[src/rtl/fetch_ctrl.sv]
// Instruction fetch front end: issues PCs to a synchronous-read imem and buffers
// returned words in a 2-entry FIFO toward decode, with redirect and illegal-fetch fault handling.
//
// state | meaning
// ------+-----------------------------------------------------------------
// RUN   | issuing sequential fetches, checking each PC before issue
// HALT  | fault entry pushed; no issue until a redirect arrives
module fetch_ctrl #(
   parameter logic [31:0] RESET_PC  = 32'h8000_0000,
   parameter logic [31:0] MEM_BASE  = 32'h8000_0000,
   parameter int          MEM_WORDS = 256
) (
   input  logic        clk,
   input  logic        rst,
   output logic [31:0] imem_addr,
   input  logic [31:0] imem_data,
   input  logic        redirect_valid,
   input  logic [31:0] redirect_pc,
   output logic        out_valid,
   input  logic        out_ready,
   output logic [31:0] out_pc,
   output logic [31:0] out_instr,
   output logic        out_fault
);

   typedef enum logic {RUN = 1'b0, HALT = 1'b1} state_t;

   // 33-bit so a range ending exactly at 2^32 does not wrap
   localparam logic [32:0] MEM_END = {1'b0, MEM_BASE} + 33'(MEM_WORDS) * 33'd4;

   state_t      state_q, state_d;
   logic [31:0] fetch_pc;
   logic        inflight_q;
   logic [31:0] inflight_pc;
   logic [31:0] pc_q    [2];
   logic [31:0] instr_q [2];
   logic        fault_q [2];
   logic [1:0]  count_q;

   logic        illegal;
   logic        pop;
   logic        issue;
   logic        push_data;
   logic        push_fault;
   logic        push;
   logic [2:0]  occ;
   logic [1:0]  wr_sel;
   logic [1:0]  count_nxt;
   logic [31:0] push_pc;
   logic [31:0] push_instr;

   assign imem_addr = fetch_pc;
   assign illegal   = ({1'b0, fetch_pc} < {1'b0, MEM_BASE}) ||
                      ({1'b0, fetch_pc} >= MEM_END) ||
                      (fetch_pc[1:0] != 2'b00);

   assign out_pc    = pc_q[0];
   assign out_instr = instr_q[0];
   assign out_fault = (count_q != 2'd0) & fault_q[0];

   // State register
   always_ff @(posedge clk or posedge rst) begin
      if (rst) state_q <= RUN;
      else     state_q <= state_d;
   end

   // Next-state logic
   always_comb begin
      state_d = state_q;
      if (redirect_valid)  state_d = RUN;
      else if (push_fault) state_d = HALT;
   end

   // Output / control logic
   always_comb begin
      out_valid  = (count_q != 2'd0) & ~redirect_valid;
      pop        = out_valid & out_ready;
      occ        = {1'b0, count_q} + {2'b00, inflight_q} - {2'b00, pop};
      wr_sel     = count_q - {1'b0, pop};
      issue      = 1'b0;
      push_fault = 1'b0;
      push_data  = inflight_q & ~redirect_valid;
      if (state_q == RUN && !redirect_valid) begin
         if (!illegal)
            issue = (occ < 3'd2);
         else
            push_fault = ~inflight_q & (wr_sel < 2'd2);
      end
      push       = push_data | push_fault;
      push_pc    = push_fault ? fetch_pc : inflight_pc;
      push_instr = push_fault ? 32'h0000_0000 : imem_data;
      count_nxt  = count_q + {1'b0, push} - {1'b0, pop};
   end

   always_ff @(posedge clk or posedge rst) begin
      if (rst) begin
         fetch_pc    <= RESET_PC;
         inflight_q  <= 1'b0;
         inflight_pc <= 32'h0000_0000;
      end else begin
         inflight_q <= issue;
         if (issue) inflight_pc <= fetch_pc;
         if (redirect_valid) fetch_pc <= redirect_pc;
         else if (issue)     fetch_pc <= fetch_pc + 32'd4;
      end
   end

   // Shift FIFO: entry 0 is the head; a push lands behind whatever survives the pop
   always_ff @(posedge clk or posedge rst) begin
      if (rst) begin
         count_q <= 2'd0;
         for (int i = 0; i < 2; i++) begin
            pc_q[i]    <= 32'h0000_0000;
            instr_q[i] <= 32'h0000_0000;
            fault_q[i] <= 1'b0;
         end
      end else if (redirect_valid) begin
         count_q <= 2'd0;
      end else begin
         if (pop) begin
            pc_q[0]    <= pc_q[1];
            instr_q[0] <= instr_q[1];
            fault_q[0] <= fault_q[1];
         end
         if (push) begin
            pc_q[wr_sel[0]]    <= push_pc;
            instr_q[wr_sel[0]] <= push_instr;
            fault_q[wr_sel[0]] <= push_fault;
         end
         count_q <= count_nxt;
      end
   end

endmodule

[config.mk]
export PLATFORM = sky130hd
export DESIGN_NAME = fetch_ctrl
export DESIGN_NICKNAME = d
export VERILOG_FILES = /design/src/rtl/fetch_ctrl.sv
export SDC_FILE = /design/constraint.sdc
export NUM_CORES = 1
export LEC_CHECK = 0
export CAP_MARGIN = 20
export CORE_AREA = 2 2 146 148
export DETAILED_ROUTE_END_ITERATION = 6
export DIE_AREA = 0 0 148 150
export GPL_ROUTABILITY_DRIVEN = 0
export PLACE_DENSITY = 0.8
export REMOVE_ABC_BUFFERS = 1
export SETUP_SLACK_MARGIN = 0.5
export SLEW_MARGIN = 20
export SYNTH_ARGS = -nofsm -noshare
export SYNTH_HDL_FRONTEND = slang
export SYNTH_SLANG_ARGS = --single-unit
[constraint.sdc]
create_clock -name clk -period 7.3 [get_ports clk]
set_clock_uncertainty 0.1 [all_clocks]
set_input_delay 1.46 -clock clk [delete_from_list [all_inputs] [get_ports clk]]
set_output_delay 1.46 -clock clk [all_outputs]
set_load 0.02 [all_outputs]
## After elaboration in Yosys (flattened, before gate mapping)

Cells that the tools add are included.

| storage, ports and cells | value |
|---|---|
| input bits | 68 |
| logic and storage cells | 70 |
| output and inout bits | 98 |
| register bits | 198 |

| operators by class | value |
|---|---|
| bitwise logic cells | 10 |
| order comparisons | 6 |
| add/sub/neg operators | 6 |
| reduce and logical (&&, ||, !) cells | 10 |
| muxes and demuxes | 27 |

Operator list:

| cell | number |
|---|---|
| 32-bit two-way mux | 9 |
| 64-bit bitwise mux | 2 |
| 64-bit two-way mux | 2 |
| 32-bit by 3-bit adder with 32-bit output (second input constant) | 1 |
| 32-bit demux with 1-bit select | 1 |
| 32-bit >= comparator (second input constant) | 1 |
| 32-bit < comparator (second input constant) | 1 |
| 1-bit two-way mux | 9 |
| 2-bit nonzero test | 4 |
| 1-bit AND | 5 |
| 2-bit two-way mux | 2 |
| 2-bit by 1-bit subtractor with 2-bit output | 2 |
| 2-bit by 1-bit adder with 3-bit output | 1 |
| 3-bit by 2-bit < comparator with 1-bit output (second input constant) | 1 |
| 1-bit NOT | 3 |
| 3-bit by 1-bit subtractor with 3-bit output | 1 |
| 2-bit by 1-bit adder with 2-bit output | 1 |
| 2-bit bitwise mux | 1 |
| 2-bit >= comparator (second input constant) | 1 |
| 1-bit logical AND | 2 |
| 1-bit logical OR | 2 |
| 2-bit by 1-bit < comparator with 1-bit output (second input constant) | 1 |
| 2-bit < comparator (second input constant) | 1 |
| 1-bit NOT with 2-bit output | 1 |
| 4 further kinds | 4 |

## Depth between registers and ports, before layout

Gate-level depths: netlist of run 1.

| logic depth | value |
|---|---|
| depth in word-level cells | 12 |
| gate-level depth with buffers | 20 |
| mapped depth without buffers | 14 |

## Worst setup path before layout of run 1

OpenSTA, ideal clock, no wires.

| timing | value |
|---|---|
| kind | input port to flip-flop |
| start point | in redirect_valid |
| end point | reg count_q[0] |
| arrival | 4.726 ns |
| library setup time | 0.133 ns |
| data required time | 7.067 ns |
| stages | 19 |
| buffers on the path | 6 |
| slack | 2.341 ns |
| path through | buf_2 > o21ba_2 > nand2_1 > buf_2 > buf_2 > inv_1 > ha_1 > inv_1 > ha_1 > nor4_2 > buf_2 > o21ai_0 > buf_2 > clkbuf_1 > and2_1 > ha_1 > inv_1 > ha_1 > nor2b_1 |

| between the ends | value |
|---|---|
| word-level cells in the longest chain between the ends | 12 |
| elaborated cells between the ends (all ways) | 15 |
| those cells by class | add/sub: 3; order compare: 1; mux: 3; bitwise: 6; reduce/logical: 2 |

Ends and longest elaborated chain:

| element | line | RTL |
|---|---|---|
| start, declared | 17 | `input logic redirect_valid,` |
| 1-bit NOT (no source line) * | - |  |
| 1-bit AND * | 76 | `out_valid = (count_q != 2'd0) & ~redirect_valid;` |
| net out_valid | 19 | `output logic out_valid,` |
| 1-bit AND * | 77 | `pop = out_valid & out_ready;` |
| 2-bit by 1-bit subtractor with 2-bit output | 79 | `wr_sel = count_q - {1'b0, pop};` |
| 2-bit < comparator | 87 | `push_fault = ~inflight_q & (wr_sel < 2'd2);` |
| 1-bit AND | 87 |  |
| 1-bit two-way mux | 84 | `if (!illegal)` |
| 1-bit two-way mux | 83 | `if (state_q == RUN && !redirect_valid) begin` |
| 1-bit OR | 89 | `push = push_data \| push_fault;` |
| 2-bit by 1-bit adder with 2-bit output | 92 | `count_nxt = count_q + {1'b0, push} - {1'b0, pop};` |
| 2-bit by 1-bit subtractor with 2-bit output * | 92 |  |
| 2-bit two-way mux * | 117 | `end else if (redirect_valid) begin` |
| end signal, assigned | 130 | `count_q <= count_nxt;` |
| end, declared | 38 | `logic [1:0] count_q;` |

Mark *: on every way through the listed nets, which the timed path passes. The rest lies on a longest branch.
A chain may end at the register's enable or synchronous reset.

## Worst setup path after layout of run 1

| timing | value |
|---|---|
| start point | in out_ready |
| end point | reg fetch_pc[7], in the netlist imem_addr[7] |

| between the ends | value |
|---|---|
| word-level cells in the longest chain between the ends | 6 |

Ends and longest elaborated chain:

| element | line | RTL |
|---|---|---|
| start, declared | 20 | `input logic out_ready,` |
| 1-bit AND | 77 |  |
| 3-bit by 1-bit subtractor with 3-bit output | 78 | `occ = {1'b0, count_q} + {2'b00, inflight_q} - {2'b00, pop};` |
| 3-bit by 2-bit < comparator with 1-bit output | 85 | `issue = (occ < 3'd2);` |
| 1-bit two-way mux | 84 |  |
| 1-bit two-way mux | 83 |  |
| 2-bit nonzero test (no source line) | - |  |
| end signal, assigned | 103 | `if (redirect_valid) fetch_pc <= redirect_pc;` |
| end signal, assigned | 104 | `else if (issue) fetch_pc <= fetch_pc + 32'd4;` |
| end, declared | 32 | `logic [31:0] fetch_pc;` |

Every way passes these cells.

==> summary.md, run 1 <==
For the maximum VDD drop, the log shows 0.182 mV. Largest fanout on the critical path: 41. TritonCTS built the clock tree.

The routed via count is 6495, and the arrival time of the worst setup path is 4870 ps. The slack of the worst reg-to-reg path was 3380 ps; the height of the die was 150 um. Measured against its own limit, the worst slew margin works out to 30.9%.

The final hold violation count is 0. The logs give 44.4% for the initial core utilization and 9190 um^2 for the mapped cell area. Clock tree synthesis found a total of 198 sinks.

The root buffer cell chosen for the clock tree is clkbuf_16. The worst hold margin came out at 381 ps. The logs give 20700 um^2 for the core footprint and 0 for the number of buffers inserted for hold repair after clock tree synthesis. The synthesized area per cell was 11.0 um^2; the share of layout cells above drive strength 1 was 12.7%.

After technology mapping, the gate count stands at 838. For the worst-skew pair later-pin latency, the log shows 430 ps. Gates resized during post-CTS repair numbered 0. The kind of capture point of the worst setup path is a register.

The share of flip-flops with an asynchronous set or reset after synthesis is 100%, and the detailed-placement wirelength estimate is 13.3 mm. Total iterations of the first detailed-routing run: 5. In this run the worst hold path is classified as reg2reg. The clock period could shrink to 4650 ps. The final count of pins violating max slew was 0; the number of antenna-violating nets in the routed design was 0. After detailed routing, the average wire length per cell comes to 17.6 um.

The layout filler cell count is 1794. STA classifies the critical path startpoint as an input pin. In the routed layout, each cell is associated on average with a via count of 5.42.

At the pin with the least slew margin, the transition time is 1040 ps. The run gives 43 as the number of distinct library cell variants in the gate-level netlist after synthesis. The die covers 22200 um^2. The total design power was 4050 uW; the sum of overflow across all layers after global routing was 0. Setup violations remaining at the end of the flow were counted as 0. In this run the tool buffered the top-level ports with 165 buffer cells. The number of antenna diodes in the final layout is 0.

The tools report the number of warnings printed during yosys synthesis as 0. The global-route total usage across every layer is 19.6%. The total power divided by cell area works out to 361 nW/um^2. The critical path goes through clkdlybuf4s50_1, nand2_2, inv_1, ha_1, nand2b_1, fa_1, xnor2_1, nand4_1, or3_2, clkinv_8, mux2_2, a221o_1. The slowest cell on the critical path was or3_2. In this run the number of H-tree levels came out at 4. Reported leakage power: 0.00506 uW.

The wire length of the first global-routing pass is 34.7 mm. The synthesized design contains 198 register bits. For the register area share after synthesis, the log shows 53.9%. Setup repair after global routing left no endpoint under its margin.

The area growth from synthesis to layout is 22.0%. The logs give 2 for the buffer depth of the longest clock path and 166 for the top-level port count. The number of post-CTS setup repair buffers was 0; the post-detailed-route DRC marker count was 0. Row generation in the floorplan step produced 53 rows. The run gives 0 as the initial antenna violation count. Pin count of the biggest net entering global routing: 144. The total CTS buffers was 17. Across the run, the number of max-cap violations was 0. The post-detailed-routing wire length is 21.0 mm. Kind of critical path: in2reg. Most used flip-flop cell after synthesis: dfrtp_1. After the last flow step, the layout net total stands at 986. The die width is 148 um, and the number of DRC markers after the initial detailed-route iteration is 391.

Of the available clock period, the critical path in the final layout requires 63.7%. The flow ran to the end, and the final reports show no timing, DRC or antenna violations. The number of global-route vias before repair is 6505. The logs give 7510 ps for the required time of the critical path and 0.215 GHz for the maximum operating frequency. In this run, synthesis inferred 0 flip-flops with an integrated enable. After clock tree synthesis, the clock-pin slew on the worst setup and hold paths is 70 ps. In this design, the stage delay of the slowest critical-path cell is 790 ps.
[stage by stage]
step	worst slack, ps	TNS [ps]	std cells	utilization, %	instance area (um^2)
4_1_cts	2520	0	1197	54.0	11200
2_1_floorplan	-1730	-92070	713	-	8410
6_report	2650	0	1199	54.2	11200
5_1_grt	2450	0	1199	54.2	11200
3_3_place_gp	2180	0	1165	50.9	10500
3_5_place_dp	2070	0	1165	50.9	10500
[layout make-up]
cell class	count	area, um^2	area share [%]
timing repair buffer	179	1780	15.8
clock inverter	12	186	1.66
clock buffer	20	457	4.07
sequential	198	4960	44.2
tap	275	344	3.07
multi-input combinational	503	3430	30.6
inverter	12	65.1	0.580
[critical path, delay by kind of cell]
family	cells	cell delay [ps]
AO/OA/AOI/OAI	1	290
XOR/XNOR	1	150
adder cells (fa/ha/maj)	2	670
buffers and inverters	3	790
multiplexers	1	350
AND/OR/NAND/NOR	4	1130
[cell families after synthesis]
| kind of cell | Yosys count | share of synthesized area (%) |
|---|---|---|
| flops | 198 | 53.9 |
| simple gates | 215 | 11.2 |
| compound gates | 190 | 14.6 |
| fa+ha+maj | 7 | 1.03 |
| buf+inv | 137 | 9.15 |
| xor+xnor | 4 | 0.381 |
| mux | 87 | 9.81 |
[path summary, 6_finish.rpt]
kind	from	endpoint	cells past startpoint
max in group asynchronous	rst	out_pc[4]$_DFFE_PP0N_	3
worst max-delay path	out_ready	imem_addr[7]$_DFFE_PP0P_	12
worst min register to register	register	register	2
worst min-delay path	register	register	2
min in group asynchronous	rst	async pin	2
worst max register to register	count_q[1]$_DFF_PP0_	imem_addr[7]$_DFFE_PP0P_	12
[cell usage in the layout (no fill, tap or decap), types with 4 or more instances in the layout]
master	n
dfrtp_1	197
clkdlybuf4s50_1	164
nand2_1	121
o21ai_0	100
mux2i_1	62
nand3_1	36
o221a_2	32
o22a_1	31
mux2_2	25
and2_1	25
clkbuf_16	17
buf_4	12
inv_1	10
a22oi_1	8
a221o_1	6
ha_1	6
inv_6	6
nor4_1	5
o21ai_1	5
bufinv_16	4
[routing by layer]
metal | vias to the layer above | part of all wire [%] | track usage [%]
met5 | - | 0 | 0
met4 | 0 | 1.1 | 4.86
met3 | 18 | 5.7 | 3.60
met2 | 199 | 46 | 30.8
met1 | 3236 | 47 | 28.4
li1 | 3042 | - | -
[Yosys cell counts, types with 8 or more instances]
cell type	instances	share of area [%]
a22oi_1	8	0.65
and2_1	25	1.7
buf_2	14	0.76
buf_4	67	5.5
clkbuf_1	32	1.3
dfrtp_1	197	54
inv_1	11	0.45
mux2_2	25	3.1
mux2i_1	62	6.8
nand2_1	122	5.0
nand3_1	36	2.0
o21ai_0	101	5.5
o221a_2	32	3.9
o22a_1	31	3.0
[power breakdown]
part	leakage (uW)	switching (uW)	total, uW	internal [uW]
logic	0.00221	735	1400	668
registers	0.00254	208	1620	1410
clock network	0.000317	426	1030	600
total	0.00506	1370	4050	2680
(Power assumes the default switching activity.)
==> inputs of run 2 (changes only) <==
--- a/config.mk
+++ b/config.mk
@@ -10,7 +10,7 @@
 export DETAILED_ROUTE_END_ITERATION = 6
 export DIE_AREA = 0 0 148 150
 export GPL_ROUTABILITY_DRIVEN = 0
-export PLACE_DENSITY = 0.8
+export PLACE_DENSITY = 0.78
 export REMOVE_ABC_BUFFERS = 1
 export SETUP_SLACK_MARGIN = 0.5
 export SLEW_MARGIN = 20
==> constraint.sdc (replaced) <==
create_clock -name clk -period 4.9 [get_ports clk]
set_clock_uncertainty 0.1 [all_clocks]
set_input_delay 0.98 -clock clk [delete_from_list [all_inputs] [get_ports clk]]
set_output_delay 0.98 -clock clk [all_outputs]
set_load 0.02 [all_outputs]
==> run 2 against run 1 <==
Effect of this change:
- final area hardly changed
- critical path type is now reg2reg
- power grew 48%
- setup slack lost 1600 ps
==> summary.md, run 2 (same netlist as run 1, synthesis figures left out) <==
The number of clock sinks came out at 198 (unchanged). The slack of the worst reg-to-reg path is 1010 ps (-2370 ps). The type of the most critical hold path was reg2reg. The number of gates given a new drive strength after cts was 0 (unchanged). Total CTS buffers: 17 (unchanged).

The run gives 0 (unchanged) as the final count of pins violating max slew. The post-detailed-route via-to-cell ratio is 5.44 (+0.33%), and the top-level port count is 166 (unchanged). The number of I/O port buffers was 165 (unchanged); the placed cell area was 10600 um^2 (+0.53%). The run gives 3970 uW (+48%) as the internal power contribution. Met3 routed wirelength: 1.24 mm (+3.8%). Setup repair after global routing left no endpoint under its margin. The area added between synthesis and finish works out to 21.9% (about the same).

The worst setup timing slack at the placement stage is 746 ps (-1320 ps), and the total number of placement rows is 53 (unchanged). The final hold violation count came out at 0 (unchanged). The run gives 2020 uW (+48%) as the net load switching power.

The clock transition at the registers of the reported paths was 70 ps (about the same). Share of layout cells above drive strength 1: 12.7% (+0.067 points). The detailed-placement wirelength estimate came out at 13.4 mm (+1.1%). The run gives 0.00505 uW (-0.16%) as the reported leakage power. The clock period minus worst slack is 3890 ps. The run gives 30.9% (about the same) as the worst slew margin relative to its limit.

The run gives 11200 um^2 (about the same) as the final standard cell area without fillers. The cell depth of the worst min-delay path is 2 (unchanged), and the arrival time of the worst setup path is 4080 ps (-790 ps). The worst reg2reg path depth came out at 7 (-5).

The share of power burned in the clock network was 24.8% (-0.5 points); the largest fanout on the critical path was 66 (+61%). The height of the die is 150 um (unchanged). The tools report the root buffer selected by CTS as clkbuf_16. The library cell used most frequently in the layout, excluding fill and tap cells, is dfrtp_1. The total power divided by cell area is 534 nW/um^2 (+48%), and the number of antenna-violating nets in the routed design is 0 (unchanged). Post-detailed-routing wire length: 21.5 mm (+2.3%). TritonCTS built the clock tree.

Number of DRC markers after the initial detailed-route iteration: 373 (-4.6%). The number of global-route vias before repair is 6502 (-0.046%). For the diode insertion count for antenna repair, the log shows 0 (unchanged).

Leaving out fill and tap cells, the most frequent cells in the layout are dfrtp_1, clkdlybuf4s50_1, nand2_1. The flow ran to the end, and the final reports show no timing, DRC or antenna violations. The tools report the core footprint as 20700 um^2 (unchanged). For the pin count of the biggest net entering global routing, the log shows 133 (-7.6%).

The wire length of the first global-routing pass was 35.4 mm (+2.1%). The kind of critical path is reg2reg. The wire length on met2 is 9.94 mm (+2.1%). The kind of capture point of the worst setup path is a register. The initial antenna violation count is 0 (unchanged).

For the final setup violation count, the log shows 0 (unchanged). The routed via count is 6533 (+0.59%). Timing would allow up to 0.257 GHz. Launch point of the worst reg-to-reg path: imem_addr[14]$_DFFE_PP0P_.

The maximum VDD drop was 0.274 mV (+51%). The detailed router used layers up to and including met4. The number of post-CTS setup repair buffers was 0 (unchanged); the sum of overflow across all layers after global routing was 0 (unchanged). The tools report the global-route total usage across every layer as 20.0% (+0.38 points).

The post-route met1 wirelength was 10.1 mm (+2.1%); the die area was 22200 um^2 (unchanged). The initial core utilization came out at 44.4% (unchanged). The part of the power in registers is 40.3% (+0.3 points), and the worst-skew pair later-pin latency is 420 ps (about the same). The logic gate share of total power is 35.0% (+0.3 points), and the number of buffers inserted for hold repair after clock tree synthesis is 0 (unchanged).

The post-layout worst setup margin is 1010 ps (-1640 ps). H-tree level count: 4 (unchanged). The number of max-capacitance violations reported was 0 (unchanged); the share of total power consumed by net switching was 33.8% (about the same). After layout, the worst path uses 79.4% of the clock period.

The die width works out to 148 um (unchanged). The total iterations of the first detailed-routing run was 5 (unchanged); the routed length per placed instance was 17.9 um (+2.0%). The worst-margin pin slew was 1030 ps (-3.99 ps).

The buffer depth of the longest clock path was 2 (unchanged); the post-detailed-route DRC marker count was 0 (unchanged). The tools report the nature of the critical path startpoint as a register. The number of nets in the layout was 990 (+0.41%). The tools report the required time of the critical path as 5080 ps (-2430 ps).
run 2: metal layers:
metal / track usage [%] / vias to the layer above
li1: - / 3057
met1: 29.0 / 3258
met2: 31.1 / 203
met3: 4.30 / 15
met4: 4.52 / 0
met5: 0 / -
run 2: layout make-up:
cell class | count | area [um^2]
fill | 1776 | 9480
timing repair buffer | 183 | 1790
sequential | 198 | 4960
clock buffer | 20 | 447
inverter | 12 | 65.1
tap | 275 | 344
multi-input combinational | 503 | 3430
clock inverter | 11 | 173
run 2: per-stage QoR:
stage / util, % / hold slack, ps / TNS [ps] / power [uW] / cells
3_5_place_dp: 51.2 / 369 / 0 / 4550 / 1171
2_1_floorplan: - / 349 / -632740 / 3690 / 713
4_1_cts: 54.2 / 385 / 0 / 6050 / 1202
6_report: 54.2 / 379 / 0 / 5990 / 1202
5_1_grt: 54.2 / 401 / 0 / 6340 / 1202
3_3_place_gp: 51.2 / 361 / 0 / 4500 / 1171
run 2: how the worst max path moves through the flow:
stage / start / endpoint / cells after the start / slack [ps]
2_1_floorplan: imem_addr[31]$_DFFE_PP1P_ / count_q[0]$_DFF_PP0_ / 8 / -3690
3_3_place_gp: out_ready / out_pc[1]$_DFFE_PP0N_ / 10 / 800
5_1_grt: imem_addr[14]$_DFFE_PP0P_ / register / 7 / 770
3_5_place_dp: out_ready / out_pc[23]$_DFFE_PP0N_ / 10 / 750
4_1_cts: imem_addr[14]$_DFFE_PP0P_ / register / 7 / 980
6_report: imem_addr[14]$_DFFE_PP0P_ / register / 7 / 1010
run 2: critical path, stage by stage, from the launching register on:
cell	delay [ps]
dfrtp_1	430
nor4_1	700
nand4_1	260
buf_4	250
o21ai_4	810
buf_4	730
mux2i_1	250
o21ai_0	100
run 2: power by group through the flow:
stage	Clock (uW)	Combinational, uW	Sequential, uW
global route	1580	2290	2470
CTS	1520	2120	2410
floorplan	0	1050	2640
global placement	0	2070	2430
finish	1480	2090	2410
detailed placement	0	2110	2430
==> inputs of run 3 (changes only) <==
==> constraint.sdc (replaced) <==
create_clock -name clk -period 3.75 [get_ports clk]
set_clock_uncertainty 0.1 [all_clocks]
set_input_delay 0.75 -clock clk [delete_from_list [all_inputs] [get_ports clk]]
set_output_delay 0.75 -clock clk [all_outputs]
set_load 0.02 [all_outputs]
==> run 3 against run 2 <==
Effect of this change:
- combinational power grew 36%
- via count increased by 0.80%
- sequential power rose by 31%
- count of clock-buffer cells in the layout fell by 1
- setup slack got worse by 440 ps
- critical path depth grew 4
- power rose by 30%
- register-to-register slack lost 300 ps
- utilization grew 0.68 points
- cell count is 0.67% higher
- hold slack better by 2.0 ps
- die area unchanged
==> summary.md, run 3 (same netlist as run 1, synthesis figures left out) <==
The total power divided by cell area was 686 nW/um^2 (+28%). The run gives 17 (unchanged) as the total CTS buffers. The clock period minus worst slack was 3190 ps; the initial antenna violation count was 0 (unchanged). The run gives 997 (+0.71%) as the number of nets in the layout.

For the wire length of the first global-routing pass, the log shows 34.6 mm (-2.4%). The pin count of the biggest net entering global routing was 99 (-26%); the final hold violation count was 0 (unchanged). The post-detailed-routing wire length was 21.2 mm (-1.4%). The top cell types in the final layout, fill and taps aside, are dfrtp_1, clkdlybuf4s50_1, nand2_1.

The sum of overflow across all layers after global routing was 0 (unchanged); the number of clock sinks was 198 (unchanged). The detailed-placement wirelength estimate came out at 13.4 mm (-0.20%). The tools report the met1 track demand over resource in global routing as 28.3% (-0.69 points). After layout, the worst path uses 85.0% of the clock period.

The tools report the kind of capture point of the worst setup path as a register. The buffer depth of the longest clock path is 2 (unchanged). The final count of pins violating max slew is 0 (unchanged), and the global-route total usage across every layer is 19.6% (-0.41 points).

The run gives 3400 ps (-680 ps) as the arrival time of the worst setup path. The logs give 0 (unchanged) for the final setup violation count and 0 (unchanged) for the number of antenna-violating nets in the routed design. The maximum VDD drop was 0.507 mV (+85%); the met3 routing resource usage after global routing was 3.57% (-0.73 points). The tools report the number of DRC markers after the initial detailed-route iteration as 407 (+9.1%). The worst hold margin was 381 ps (+1.97 ps); the count of placed standard cells in the final layout, fillers left out was 1210 (+0.67%). The worst setup path is of the in2reg kind.

The post-route setup TNS was 0 ps (unchanged); the clock transition at the registers of the reported paths was 70 ps (about the same). Worst-margin pin slew: 656 ps (-377 ps). The largest fanout on the critical path is 2 (-97%), and the post-detailed-route via-to-cell ratio is 5.44 (+0.13%). The tools report the number of buffers inserted for hold repair after clock tree synthesis as 0 (unchanged). The tightest min-delay check is of the reg2reg type.

TritonCTS built the clock tree. The run gives 7780 uW (+30%) as the total design power. The die width works out to 148 um (unchanged).

Post-detailed-route DRC marker count: 0 (unchanged). The logs give 22200 um^2 (unchanged) for the die area and 44.4% (unchanged) for the initial core utilization. The layer flagged by global routing as most heavily used is met2. Most common cell after layout, fill and taps aside: dfrtp_1. The maximum operating frequency was 0.314 GHz. Placed cell count: 1176 (+0.43%). The run gives 20700 um^2 (unchanged) as the core footprint.

From synthesis to final layout, the design area changed by 23.5%. Setup repair after global routing left no endpoint under its margin. For the met2 capacity usage during global routing, the log shows 30.6% (-0.53 points). Number of max-capacitance violations reported: 0 (unchanged).

The tools report the H-tree level count as 4 (unchanged). Number of global-route vias before repair: 6455 (-0.72%). The top-level port count was 166 (unchanged).

The post-layout worst setup margin was 563 ps (-444 ps). The run finished with clean final reports. The reported leakage power was 0.00511 uW (+1.2%).

CTS placed an instance of clkbuf_16 at the clock tree root. The worst-skew pair later-pin latency came out at 440 ps (+20 ps). The routed length per placed instance was 17.5 um (-2.0%); the share of layout cells above drive strength 1 was 14.4% (+1.7 points).

The total iterations of the first detailed-routing run was 5 (unchanged). The tools report the nature of the critical path startpoint as an input pin. The required time of the critical path came out at 3970 ps (-1110 ps). The diode insertion count for antenna repair is 0 (unchanged), and the total number of placement rows is 53 (unchanged).

The number of I/O port buffers was 165 (unchanged); the routed via count was 6585 (+0.80%). The height of the die is 150 um (unchanged), and the worst slew margin relative to its limit is 56.3% (+25 points). The run gives -70.1 ps (-816 ps) as the worst setup timing slack at the placement stage.
## run 3: cell types whose count changed in the layout (fill, tap and decap cells not counted), sizes merged
| cell | before | now |
|---|---|---|
| buf | 19 | 26 |
| bufinv | 4 | 1 |
| clkbuf | 20 | 19 |
| clkinvlp | 3 | 2 |
| inv | 13 | 19 |
## run 3: path summary, 6_finish.rpt
| kind | start | slack (ps) | cells after the start | to |
|---|---|---|---|---|
| min in group asynchronous | rst | 670 | 2 | imem_addr[18]$_DFFE_PP0P_ |
| hold / removal | register | 380 | 2 | register |
| setup reg to reg | count_q[0]$_DFF_PP0_ | 710 | 11 | imem_addr[7]$_DFFE_PP0P_ |
| max in group asynchronous | rst | 2120 | 3 | async pin |
| setup / recovery | out_ready | 560 | 11 | imem_addr[7]$_DFFE_PP0P_ |
| hold reg to reg | register | 380 | 2 | register |
## run 3: repair_timing
action	in CTS	in global routing
setup buffers	0	2
setup endpoints to repair	38	7
pin swaps	3	4
endpoints found under the hold margin	0	0
resized for setup	6	4
## run 3: layout make-up
cell class,instances,area [um^2]
fillers,1776,9340
flip-flops and latches,198,4960
multi-input cells,503,3480
repair buffers,190,1930
clock buffers,19,443
well taps,275,344
clock inverters,13,134
inverters,12,65.1
## run 3: metrics by stage
step	cell area, um^2	utilization (%)
after floorplan	8410	-
after global placement	10700	51.7
after detailed placement	10700	51.7
after CTS	11300	54.6
after global routing	11300	54.9
final	11300	54.9
## run 3: per-layer routing
layer  vias to the layer above  wire length, um
met2                       200             9730
met4                         0              273
met1                      3304             9980
met5                         -                0
li1                       3061                -
met3                        20             1240
## run 3: worst max-delay path, stage by stage
cell and delay, ps:
clkdlybuf4s50_1 480, nand2_2 60, inv_2 70, ha_4 200, nand2b_4 140, fa_2 560, nand4_1 80, or3_4 390
clkinv_8 60, mux2_2 320, a221o_1 290
## run 3: power by group
group | leakage (uW) | internal, uW | switching [uW] | total, uW
Combinational | 0.00230 | 1380 | 1470 | 2840
Sequential | 0.00254 | 2750 | 402 | 3150
Clock | 0.000280 | 956 | 835 | 1790
Total | 0.00511 | 5080 | 2700 | 7780
